<file path="src/rtl/spi_frame_sequencer_pkg.sv">
//------------------------------------------------------------------------------
// spi_frame_sequencer_pkg
// Shared state encoding and header field positions for the SPI frame sequencer.
// Revision: 1.0
//------------------------------------------------------------------------------
`default_nettype none

package spi_frame_sequencer_pkg;

    typedef enum logic [1:0] {
        ST_IDLE    = 2'd0,
        ST_PAYLOAD = 2'd1,
        ST_DROP    = 2'd2
    } seq_state_t;

    localparam int CMD_MSB = 15;
    localparam int CMD_LSB = 8;
    localparam int LEN_MSB = 7;
    localparam int LEN_LSB = 0;

endpackage

`default_nettype wire

</file>
<file path="src/rtl/spi_word_fifo.sv">
//------------------------------------------------------------------------------
// spi_word_fifo
// First-word fall-through 16-bit FIFO; a push into a full FIFO is accepted
// when a pop happens in the same cycle.
// Revision: 1.0
//------------------------------------------------------------------------------
`default_nettype none

module spi_word_fifo #(
    parameter int DEPTH = 8
) (
    input  logic                       clock,
    input  logic                       reset,
    input  logic                       push,
    input  logic [15:0]                push_data,
    input  logic                       pop,
    output logic [15:0]                pop_data,
    output logic                       full,
    output logic                       empty,
    output logic [$clog2(DEPTH+1)-1:0] count
);

    localparam int AW = $clog2(DEPTH);
    localparam int CW = $clog2(DEPTH + 1);

    logic [15:0]   r_mem [DEPTH];
    logic [AW-1:0] r_wr_ptr;
    logic [AW-1:0] r_rd_ptr;
    logic [CW-1:0] r_count;
    logic          w_pop;
    logic          w_push;

    assign empty  = (r_count == '0);
    assign full   = (r_count == CW'(DEPTH));
    assign count  = r_count;
    assign w_pop  = pop && !empty;
    assign w_push = push && (!full || w_pop);

    // Head is forced to zero while empty so the output is defined from reset.
    assign pop_data = empty ? 16'h0000 : r_mem[r_rd_ptr];

    always_ff @(posedge clock) begin
        if (w_push) begin
            r_mem[r_wr_ptr] <= push_data;
        end
    end

    always_ff @(posedge clock or posedge reset) begin
        if (reset) begin
            r_wr_ptr <= '0;
            r_rd_ptr <= '0;
            r_count  <= '0;
        end else begin
            if (w_push) begin
                r_wr_ptr <= r_wr_ptr + AW'(1);
            end
            if (w_pop) begin
                r_rd_ptr <= r_rd_ptr + AW'(1);
            end
            if (w_push && !w_pop) begin
                r_count <= r_count + CW'(1);
            end else if (w_pop && !w_push) begin
                r_count <= r_count - CW'(1);
            end
        end
    end

endmodule

`default_nettype wire

</file>
<file path="src/rtl/spi_frame_sequencer.sv">
//------------------------------------------------------------------------------
// spi_frame_sequencer
// Splits received SPI words into header (cmd/len) and payload frames and
// queues the payload in a word FIFO.
// Revision: 1.0
//------------------------------------------------------------------------------
`default_nettype none

module spi_frame_sequencer
    import spi_frame_sequencer_pkg::*;
#(
    parameter int DEPTH = 8
) (
    input  logic        clock,
    input  logic        reset,
    input  logic        cs_n,
    input  logic        word_valid,
    input  logic [15:0] word_data,
    output logic [15:0] out_data,
    output logic        out_valid,
    input  logic        out_ready,
    output logic [7:0]  cmd,
    output logic        frame_start,
    output logic        frame_done,
    output logic        busy,
    output logic        err_overflow,
    output logic        err_abort,
    input  logic        err_clear
);

    localparam int CW = $clog2(DEPTH + 1);

    seq_state_t    r_state, w_state_nxt;
    logic [7:0]    r_remaining, w_remaining_nxt;
    logic [7:0]    r_cmd, w_cmd_nxt;
    logic          r_frame_start, w_frame_start_nxt;
    logic          r_frame_done, w_frame_done_nxt;
    logic          r_err_overflow, w_err_overflow_nxt;
    logic          r_err_abort, w_err_abort_nxt;
    logic          w_push;
    logic          w_pop;
    logic          w_accept;
    logic          w_fifo_full;
    logic          w_fifo_empty;
    logic [CW-1:0] w_fifo_count_unused;
    logic [7:0]    w_len;

    assign w_len    = word_data[LEN_MSB:LEN_LSB];
    assign w_pop    = out_valid && out_ready;
    assign w_accept = !w_fifo_full || w_pop;

    spi_word_fifo #(
        .DEPTH (DEPTH)
    ) u_fifo (
        .clock     (clock),
        .reset     (reset),
        .push      (w_push),
        .push_data (word_data),
        .pop       (w_pop),
        .pop_data  (out_data),
        .full      (w_fifo_full),
        .empty     (w_fifo_empty),
        .count     (w_fifo_count_unused)
    );

    always_ff @(posedge clock or posedge reset) begin
        if (reset) begin
            r_state        <= ST_IDLE;
            r_remaining    <= '0;
            r_cmd          <= '0;
            r_frame_start  <= 1'b0;
            r_frame_done   <= 1'b0;
            r_err_overflow <= 1'b0;
            r_err_abort    <= 1'b0;
        end else begin
            r_state        <= w_state_nxt;
            r_remaining    <= w_remaining_nxt;
            r_cmd          <= w_cmd_nxt;
            r_frame_start  <= w_frame_start_nxt;
            r_frame_done   <= w_frame_done_nxt;
            r_err_overflow <= w_err_overflow_nxt;
            r_err_abort    <= w_err_abort_nxt;
        end
    end

    always_comb begin
        w_state_nxt        = r_state;
        w_remaining_nxt    = r_remaining;
        w_cmd_nxt          = r_cmd;
        w_frame_start_nxt  = 1'b0;
        w_frame_done_nxt   = 1'b0;
        w_push             = 1'b0;
        // Clear first so that a same-cycle error set below takes priority.
        w_err_overflow_nxt = r_err_overflow && !err_clear;
        w_err_abort_nxt    = r_err_abort && !err_clear;

        case (r_state)
            ST_IDLE: begin
                if (!cs_n && word_valid) begin
                    w_cmd_nxt         = word_data[CMD_MSB:CMD_LSB];
                    w_remaining_nxt   = w_len;
                    w_frame_start_nxt = 1'b1;
                    if (w_len == 8'd0) begin
                        w_frame_done_nxt = 1'b1;
                    end else begin
                        w_state_nxt = ST_PAYLOAD;
                    end
                end
            end
            ST_PAYLOAD: begin
                if (cs_n) begin
                    w_err_abort_nxt = 1'b1;
                    w_state_nxt     = ST_IDLE;
                end else if (word_valid) begin
                    if (w_accept) begin
                        w_push          = 1'b1;
                        w_remaining_nxt = r_remaining - 8'd1;
                        if (r_remaining == 8'd1) begin
                            w_frame_done_nxt = 1'b1;
                            w_state_nxt      = ST_IDLE;
                        end
                    end else begin
                        w_err_overflow_nxt = 1'b1;
                        w_state_nxt        = ST_DROP;
                    end
                end
            end
            ST_DROP: begin
                if (cs_n) begin
                    w_state_nxt = ST_IDLE;
                end
            end
            default: begin
                w_state_nxt = ST_IDLE;
            end
        endcase
    end

    assign out_valid    = !w_fifo_empty;
    assign cmd          = r_cmd;
    assign frame_start  = r_frame_start;
    assign frame_done   = r_frame_done;
    assign busy         = (r_state != ST_IDLE);
    assign err_overflow = r_err_overflow;
    assign err_abort    = r_err_abort;

endmodule

`default_nettype wire

</file>
<file path="config.mk">
export PLATFORM = sky130hd
export DESIGN_NAME = spi_frame_sequencer
export DESIGN_NICKNAME = d
export VERILOG_FILES = /design/src/rtl/spi_frame_sequencer_pkg.sv /design/src/rtl/spi_word_fifo.sv /design/src/rtl/spi_frame_sequencer.sv
export SDC_FILE = /design/constraint.sdc
export NUM_CORES = 1
export LEC_CHECK = 0
export ABC_AREA = 1
export BUFFER_PORTS_ARGS = -buffer_cell sky130_fd_sc_hd__buf_2
export CAP_MARGIN = 30
export CORE_UTILIZATION = 50
export DETAILED_ROUTE_END_ITERATION = 16
export PLACE_DENSITY = 0.72
export RECOVER_POWER = 25
export SLEW_MARGIN = 20
export SYNTH_ARGS = -nofsm -noshare
export SYNTH_HDL_FRONTEND = slang
export SYNTH_SLANG_ARGS = --single-unit
export TNS_END_PERCENT = 100
</file>
<file path="constraint.sdc">
create_clock -name clock -period 6.6 [get_ports clock]
set_input_delay 0.99 -clock clock [delete_from_list [all_inputs] [get_ports clock]]
set_output_delay 0.99 -clock clock [all_outputs]
set_load 0.02 [all_outputs]
</file>
==> results of run 1 <==
[flip-flops by register name (all words and copies together) (netlist names)]
| signal | count |
|---|---|
| u_fifo.count | 4 |
| err_overflow | 1 |
| err_abort | 1 |
| r_state | 2 |
| u_fifo.r_rd_ptr | 3 |
| r_remaining | 8 |
| cmd | 8 |
| frame_done | 1 |
| frame_start | 1 |
| u_fifo.r_mem | 128 |
| u_fifo.r_wr_ptr | 3 |
[layer usage]
layer  track usage, %  vias up
li1                 -     2160
met1            27.35     2228
met2            36.76      141
met3            5.454       25
met4            9.135        0
met5                0        -
[area by class of cell]
cell class,instances,area [um^2]
Clock buffer,21,440.4
Clock inverter,11,163.9
Fill cell,1046,5426
Inverter,23,86.33
Multi-Input combinational cell,378,1877
Sequential cell,160,4646
Tap cell,176,220.2
Timing Repair Buffer,63,330.3
[worst paths after layout]
path | end | slack [ns] | depth (start not counted)
worst max-delay path | out_data[0] | 3.06 | 6
worst min-delay path | cmd[1] | 0.47 | 2
worst max register to register | u_fifo.count[3] | 3.94 | 14
worst min register to register | cmd[1] | 0.47 | 2
max in group asynchronous | u_fifo.r_rd_ptr[0] | 5.63 | 3
min in group asynchronous | u_fifo.count[3] | 0.65 | 3
[cells by family (layout without fill, tap and decap cells)]
| family | after synthesis | count (layout) |
|---|---|---|
| compound gates | 118 | 118 |
| xor+xnor | 7 | 7 |
| fa+ha+maj | 8 | 8 |
| buf+inv | 49 | 118 |
| flops | 160 | 160 |
| mux | 18 | 18 |
| simple gates | 227 | 227 |
[stage by stage]
| stage | setup slack [ns] | cells | hold slack (ns) | util [%] | area, um^2 |
|---|---|---|---|---|---|
| 2_1_floorplan | 3.910 | 587 | 0.4707 | - | 6753 |
| 3_3_place_gp | 3.564 | 800 | 0.4506 | 54.39 | 7174 |
| 3_5_place_dp | 3.478 | 800 | 0.4571 | 54.39 | 7174 |
| 4_1_cts | 3.032 | 832 | 0.4728 | 58.97 | 7779 |
| 5_1_grt | 2.890 | 832 | 0.4987 | 58.86 | 7764 |
| 6_report | 3.061 | 832 | 0.4673 | 58.86 | 7764 |
[cells in the final DEF (no fill, tap or decap), types with 17 or more instances in the layout]
cell type  netlist  layout
mux2i_1         17      17
edfxtp_1       128     128
nor2_1         131     131
o21ai_0         92      92
inv_1           22      22
clkbuf_16        0      17
buf_2           11      39
nand2_1         80      80
dfrtp_1         32      31
[where the power goes]
| part | internal (W) | switching (W) | total, W |
|---|---|---|---|
| Clock | 0.000630 | 0.000371 | 0.00100 |
| Sequential | 0.00121 | 0.000115 | 0.00132 |
| Combinational | 0.000397 | 0.000816 | 0.00121 |
| Total | 0.00224 | 0.00130 | 0.00354 |
[critical path: stages, from the launching register on]
cell and delay (ns):
dfrtp_1 0.73, buf_4 0.52, o21ai_0 0.15, o21ai_0 0.21, o21ai_0 0.12, nor2_1 0.19
buf_2 0.19
==> impl_metrics.csv, run 1 <==
group,metric,value,unit
status,outcome,"complete, no violations",
synthesis,avgSynthCellArea,11.50,um^2
cts,cts_root_buffer,"clkbuf_16",
synthesis,synth_mux_area_share,2.687,%
worst_setup_path,worstSetupPathType,"flip-flop to output port",
worst_setup_path,critPathArrivalTime,2.55,ns
route,dr_wl_met3,824,um
cts,cts_sinks,160,
die,core,13190,um^2
synthesis,yosysTopAreaCell,"edfxtp_1",
route,route.met2.wl,7.303,mm
die,rows,42,
final_layout,drive_above_1_share,13.26,%
sta,max_freq,282.6,MHz
route,via_count,4554,
synthesis,yosysTopAreaCellShare,56.92,%
cts,cts_buffers,17,
synthesis,synthTopCellsByCount,"nor2_1, edfxtp_1, o21ai_0",
synthesis,synthArstFlopShare,20.00,%
power_and_ir_drop,vdd_ir_drop_max,0.2324,mV
synthesis,syn_inst,587,
die,die-area,13970,um^2
cts,cts-hold-fix-buffers,0,
sta,relSlewSlack,47.00,%
power_and_ir_drop,fin_total_pwr,0.003538,W
synthesis,synth-seq-cells,160,
synthesis,synthFlopType,"edfxtp_1",
grt,grt.total_usage,21.99,%
grt,grt_max_degree,67,
worst_setup_path,reg2reg_from,"u_fifo.count[0]",
cts,cts_setup_buffers,0,
placed_design,port_buffers,51,
cts,clk_pin_slew,0.06,ns
route,m1WireLength,6.159,mm
worst_setup_path,start_kind,"flip-flop",
cts,cts_tree,"built",
hold_path,holdCritStartpoint,"cmd[1]",
final_layout,nNetsFinal,673,
final_layout,diodes,0,
sta,setup_viol,0,
grt,antenna_found_initial,0,
synthesis,synth-edff-count,128,
sta,layout_min_cycle_time,3.539,ns
route,drc,0,
die,die_h,118.2,um
synthesis,synth.most_common_cell,"nor2_1",
synthesis,ys_top_cells_by_area,"edfxtp_1, dfrtp_1, nor2_1",
cts,clockBufferDepth,2,
synthesis,syn-num-nets,617,
worst_setup_path,end_kind,"output port",
grt,grt_pass1_vias,4529,
route,avgViaCountPerCell,5.474,
sta,finalCritPeriodShare,53.62,%
power_and_ir_drop,p_leak,2.978,nW
synthesis,ys_warn_count,0,
hold_path,hp-class,"flip-flop to flip-flop",
placed_design,dp_hpwl,8.969,mm
sta,worstMarginPinSlew,0.7950,ns
route,ant_nets,0,
synthesis,yosys.cell_types.count,32,
synthesis,synthXorXnorAreaFrac,0.9079,%
die,fp.dieW,118.2,um
die,initial_core_util,51.20,%
route,drtPass1Iterations,6,
route,drt_iter0_drc,348,
grt,overflow,0,
sta,hold_violations,0,
synthesis,synth_top_family_by_area,"simple AND/OR/NAND/NOR gates",
route,top_layer_used,"met4",
sta,final_max_slew_viol_count,0,
grt,grt_pass1_wl,23.23,mm
synthesis,synth-simple-area-share,13.23,%
worst_setup_path,worstPathRequired,5.61,ns
job,drv_cap,0,
route,post_drt_wl_per_cell,17.54,um
cts,cts-resized-gates,0,
power_and_ir_drop,powerDensity,455.7,nW/um^2
sta,rsz0062_at_grt,"false",
placed_design,gp_congestion,0.7964,
synthesis,yosys.area_share.adder,1.593,%
cts,clkLatencyLatePin,0.41,ns
cts,h-tree-depth,4,
sta,fin_setup_tns,0,ns
synthesis,synth_seq_area_share,68.78,%
worst_setup_path,path_max_fanout,47,
final_layout,syn_to_final_growth,14.97,%
die,pin_count,52,
sta,clock_skew,0.004222,ns
synthesis,synth_compound_area_share,9.376,%
worst_setup_path,startpoint,"u_fifo.r_rd_ptr[1]",
route,routed_wirelength,14.59,mm
synthesis,syn_area,6753,um^2
Power figures use the tool's default switching activity.
==> run 2, diff against run 1 <==
--- a/config.mk
+++ b/config.mk
@@ -10,7 +10,7 @@
 export CAP_MARGIN = 30
 export CORE_UTILIZATION = 50
 export DETAILED_ROUTE_END_ITERATION = 16
-export PLACE_DENSITY = 0.72
+export PLACE_DENSITY = 0.75
 export RECOVER_POWER = 25
 export SLEW_MARGIN = 20
 export SYNTH_ARGS = -nofsm -noshare
==> constraint.sdc (replaced) <==
create_clock -name clock -period 2.9 [get_ports clock]
set_input_delay 0.435 -clock clock [delete_from_list [all_inputs] [get_ports clock]]
set_output_delay 0.435 -clock clock [all_outputs]
set_load 0.02 [all_outputs]
==> run 2 against run 1 <==
  * Routed wire length decreased by 1.9%
  * Flip-flop and latch count unchanged
  * Critical path depth is 1 higher
  * Non-clock buffer count up 5
  * Largest cell class unchanged
  * Count of clock-buffer cells in the layout shrank 2
  * Register-to-register slack got worse by 3.5 ns
  * Via count grew 0.20%
  * Clock skew barely moved
  * Setup slack worse by 2.8 ns
  * Utilization increased by 0.066 points
  * Power grew 120%
  * Die area unchanged
  * Critical path type unchanged
==> impl_metrics.csv, run 2 (synthesis gave the netlist of run 1 again) <==
group,metric,value,unit
final_layout,fill_cells,1030,
sta,setup_slack,0.2536,ns
final_layout,drive_above_1_share,13.79,%
power_and_ir_drop,p_leak,2.992,nW
route,routed_wirelength,14.31,mm
die,die_h,118.2,um
die,pin_count,52,
grt,overflow,0,
worst_setup_path,critPathArrivalTime,2.21,ns
final_layout,layout_common_cells,"nor2_1, edfxtp_1, o21ai_0, nand2_1, buf_2",
worst_setup_path,path_cells,"inv_1, buf_4, o21ai_0, o21ai_0, o21ai_0, nor2_1, buf_2",
final_layout,multiInputGateArea,1877,um^2
worst_setup_path,r2r_setup_slack,0.46,ns
placed_design,port_buffers,51,
final_layout,largest_reg_flops,128,
cts,h-tree-depth,4,
power_and_ir_drop,swShare,37.25,%
placed_design,dp_hpwl,8.682,mm
sta,fin_setup_tns,0,ns
sta,hold_violations,0,
route,dr_wl_met3,872,um
placed_design,dpl_cell_area,7237,um^2
sta,whs,0.1422,ns
sta,setup_viol,0,
worst_setup_path,end_kind,"output port",
worst_setup_path,critPathSlowestCell,"dfrtp_2",
cts,clkLatencyLatePin,0.41,ns
die,core,13190,um^2
cts,cts_tree,"built",
route,route.met2.wl,6.997,mm
route,ant_nets,0,
power_and_ir_drop,clkPwrFrac,26.2,%
worst_setup_path,crit_end,"out_data[10]",
placed_design,gp_congestion,0.8220,
worst_setup_path,r2r_end,"u_fifo.count[3]",
grt,antenna_found_initial,0,
cts,clockBufferDepth,2,
power_and_ir_drop,combPwrFrac,36.1,%
status,outcome,"complete, no violations",
die,die-area,13970,um^2
final_layout,nNetsFinal,678,
cts,cts-hold-fix-buffers,0,
power_and_ir_drop,p_int,0.004968,W
route,drtPass1Iterations,5,
power_and_ir_drop,seqPwrFrac,37.7,%
route,m1WireLength,6.193,mm
grt,grt_pass1_wl,22.74,mm
final_layout,syn_to_final_growth,15.10,%
route,avgViaCountPerCell,5.458,
cts,cts-resized-gates,0,
worst_setup_path,reg2reg_from,"u_fifo.count[0]",
cts,cts_root_buffer,"clkbuf_16",
power_and_ir_drop,vdd_ir_drop_max,0.6310,mV
route,post_drt_wl_per_cell,17.12,um
sta,worstMarginPinSlew,0.7411,ns
cts,cts_buffers,17,
final_layout,final_common_cell,"nor2_1",
die,fp.dieW,118.2,um
hold_path,hp-class,"primary input to asynchronous set/reset pin",
grt,grt_pass1_vias,4477,
grt,grt.total_usage,21.36,%
sta,max_freq,377.9,MHz
worst_setup_path,startpoint,"u_fifo.r_rd_ptr[0]",
sta,final_max_slew_viol_count,0,
sta,rsz0062_at_grt,"false",
worst_setup_path,crit_path_max_incr_delay,0.65,ns
worst_setup_path,rr_worst_depth,13,
worst_setup_path,worstPathRequired,2.47,ns
worst_setup_path,timing.critical_path.mode_cell,"o21ai_0",
final_layout,seq_area,4646,um^2
cts,cts_sinks,160,
die,initial_core_util,51.20,%
job,drv_cap,0,
worst_setup_path,worstSetupPathType,"flip-flop to output port",
route,drt_iter0_drc,290,
sta,relSlewSlack,50.54,%
route,drc,0,
final_layout,largest_register,"u_fifo.r_mem",
worst_setup_path,path_max_fanout,27,
final_layout,diodes,0,
route,via_count,4563,
sta,layout_min_cycle_time,2.646,ns
cts,clk_pin_slew,0.06,ns
route,top_layer_used,"met4",
sta,clock_skew,0.003949,ns
sta,finalCritPeriodShare,91.26,%
final_layout,final_area,7772,um^2
cts,cts_setup_buffers,0,
worst_setup_path,start_kind,"flip-flop",
power_and_ir_drop,p_sw,0.002949,W
final_layout,fin_util,58.93,%
placed_design,dpl_worst_slack,0.4294,ns
die,rows,42,
power_and_ir_drop,powerDensity,1019,nW/um^2
grt,grt_max_degree,65,
## run 2: area by class of cell
type                    count  share of cell area (%)
clock buffers              19                   5.570
clock inverters            12                   1.529
inverters                  23                   1.111
multi-input cells         378                   24.15
flip-flops and latches    160                   59.77
well taps                 176                   2.833
repair buffers             68                   5.039
## run 2: power groups by stage
stage / registers (W) / clock network [W] / logic, W
CTS: 0.00298 / 0.00209 / 0.00287
floorplan: 0.00300 / 0 / 0.00201
detailed placement: 0.00302 / 0 / 0.00283
global route: 0.00301 / 0.00219 / 0.00315
finish: 0.00299 / 0.00207 / 0.00286
global placement: 0.00301 / 0 / 0.00275
## run 2: per-stage QoR
stage / total power (W) / instances
global route: 0.008355 / 836
global placement: 0.005761 / 805
CTS: 0.007939 / 836
floorplan: 0.005015 / 587
finish: 0.007917 / 836
detailed placement: 0.005848 / 805
## run 2: how the worst min path moves through the flow
stage	from	end	slack, ns
after detailed placement	cmd[3]	cmd[3]	0.46
after CTS	reset	cmd[6]	0.16
after global routing	reset	cmd[6]	0.21
after global placement	cmd[0]	cmd[0]	0.46
after floorplan	r_remaining[6]	r_remaining[6]	0.47
final	reset	cmd[6]	0.14
## run 2: per-layer routing
layer | vias to the layer above | GRT usage [%]
li1 | 2156 | -
met1 | 2218 | 28.67
met2 | 164 | 34.74
met3 | 25 | 4.488
met4 | 0 | 7.292
met5 | - | 0
## run 2: worst max-delay path, delay by kind of cell (launching register included)
family | cells | cell delay (ns)
flops | 1 | 0.65
compound gates | 3 | 0.54
buf+inv | 3 | 0.53
simple gates | 1 | 0.08
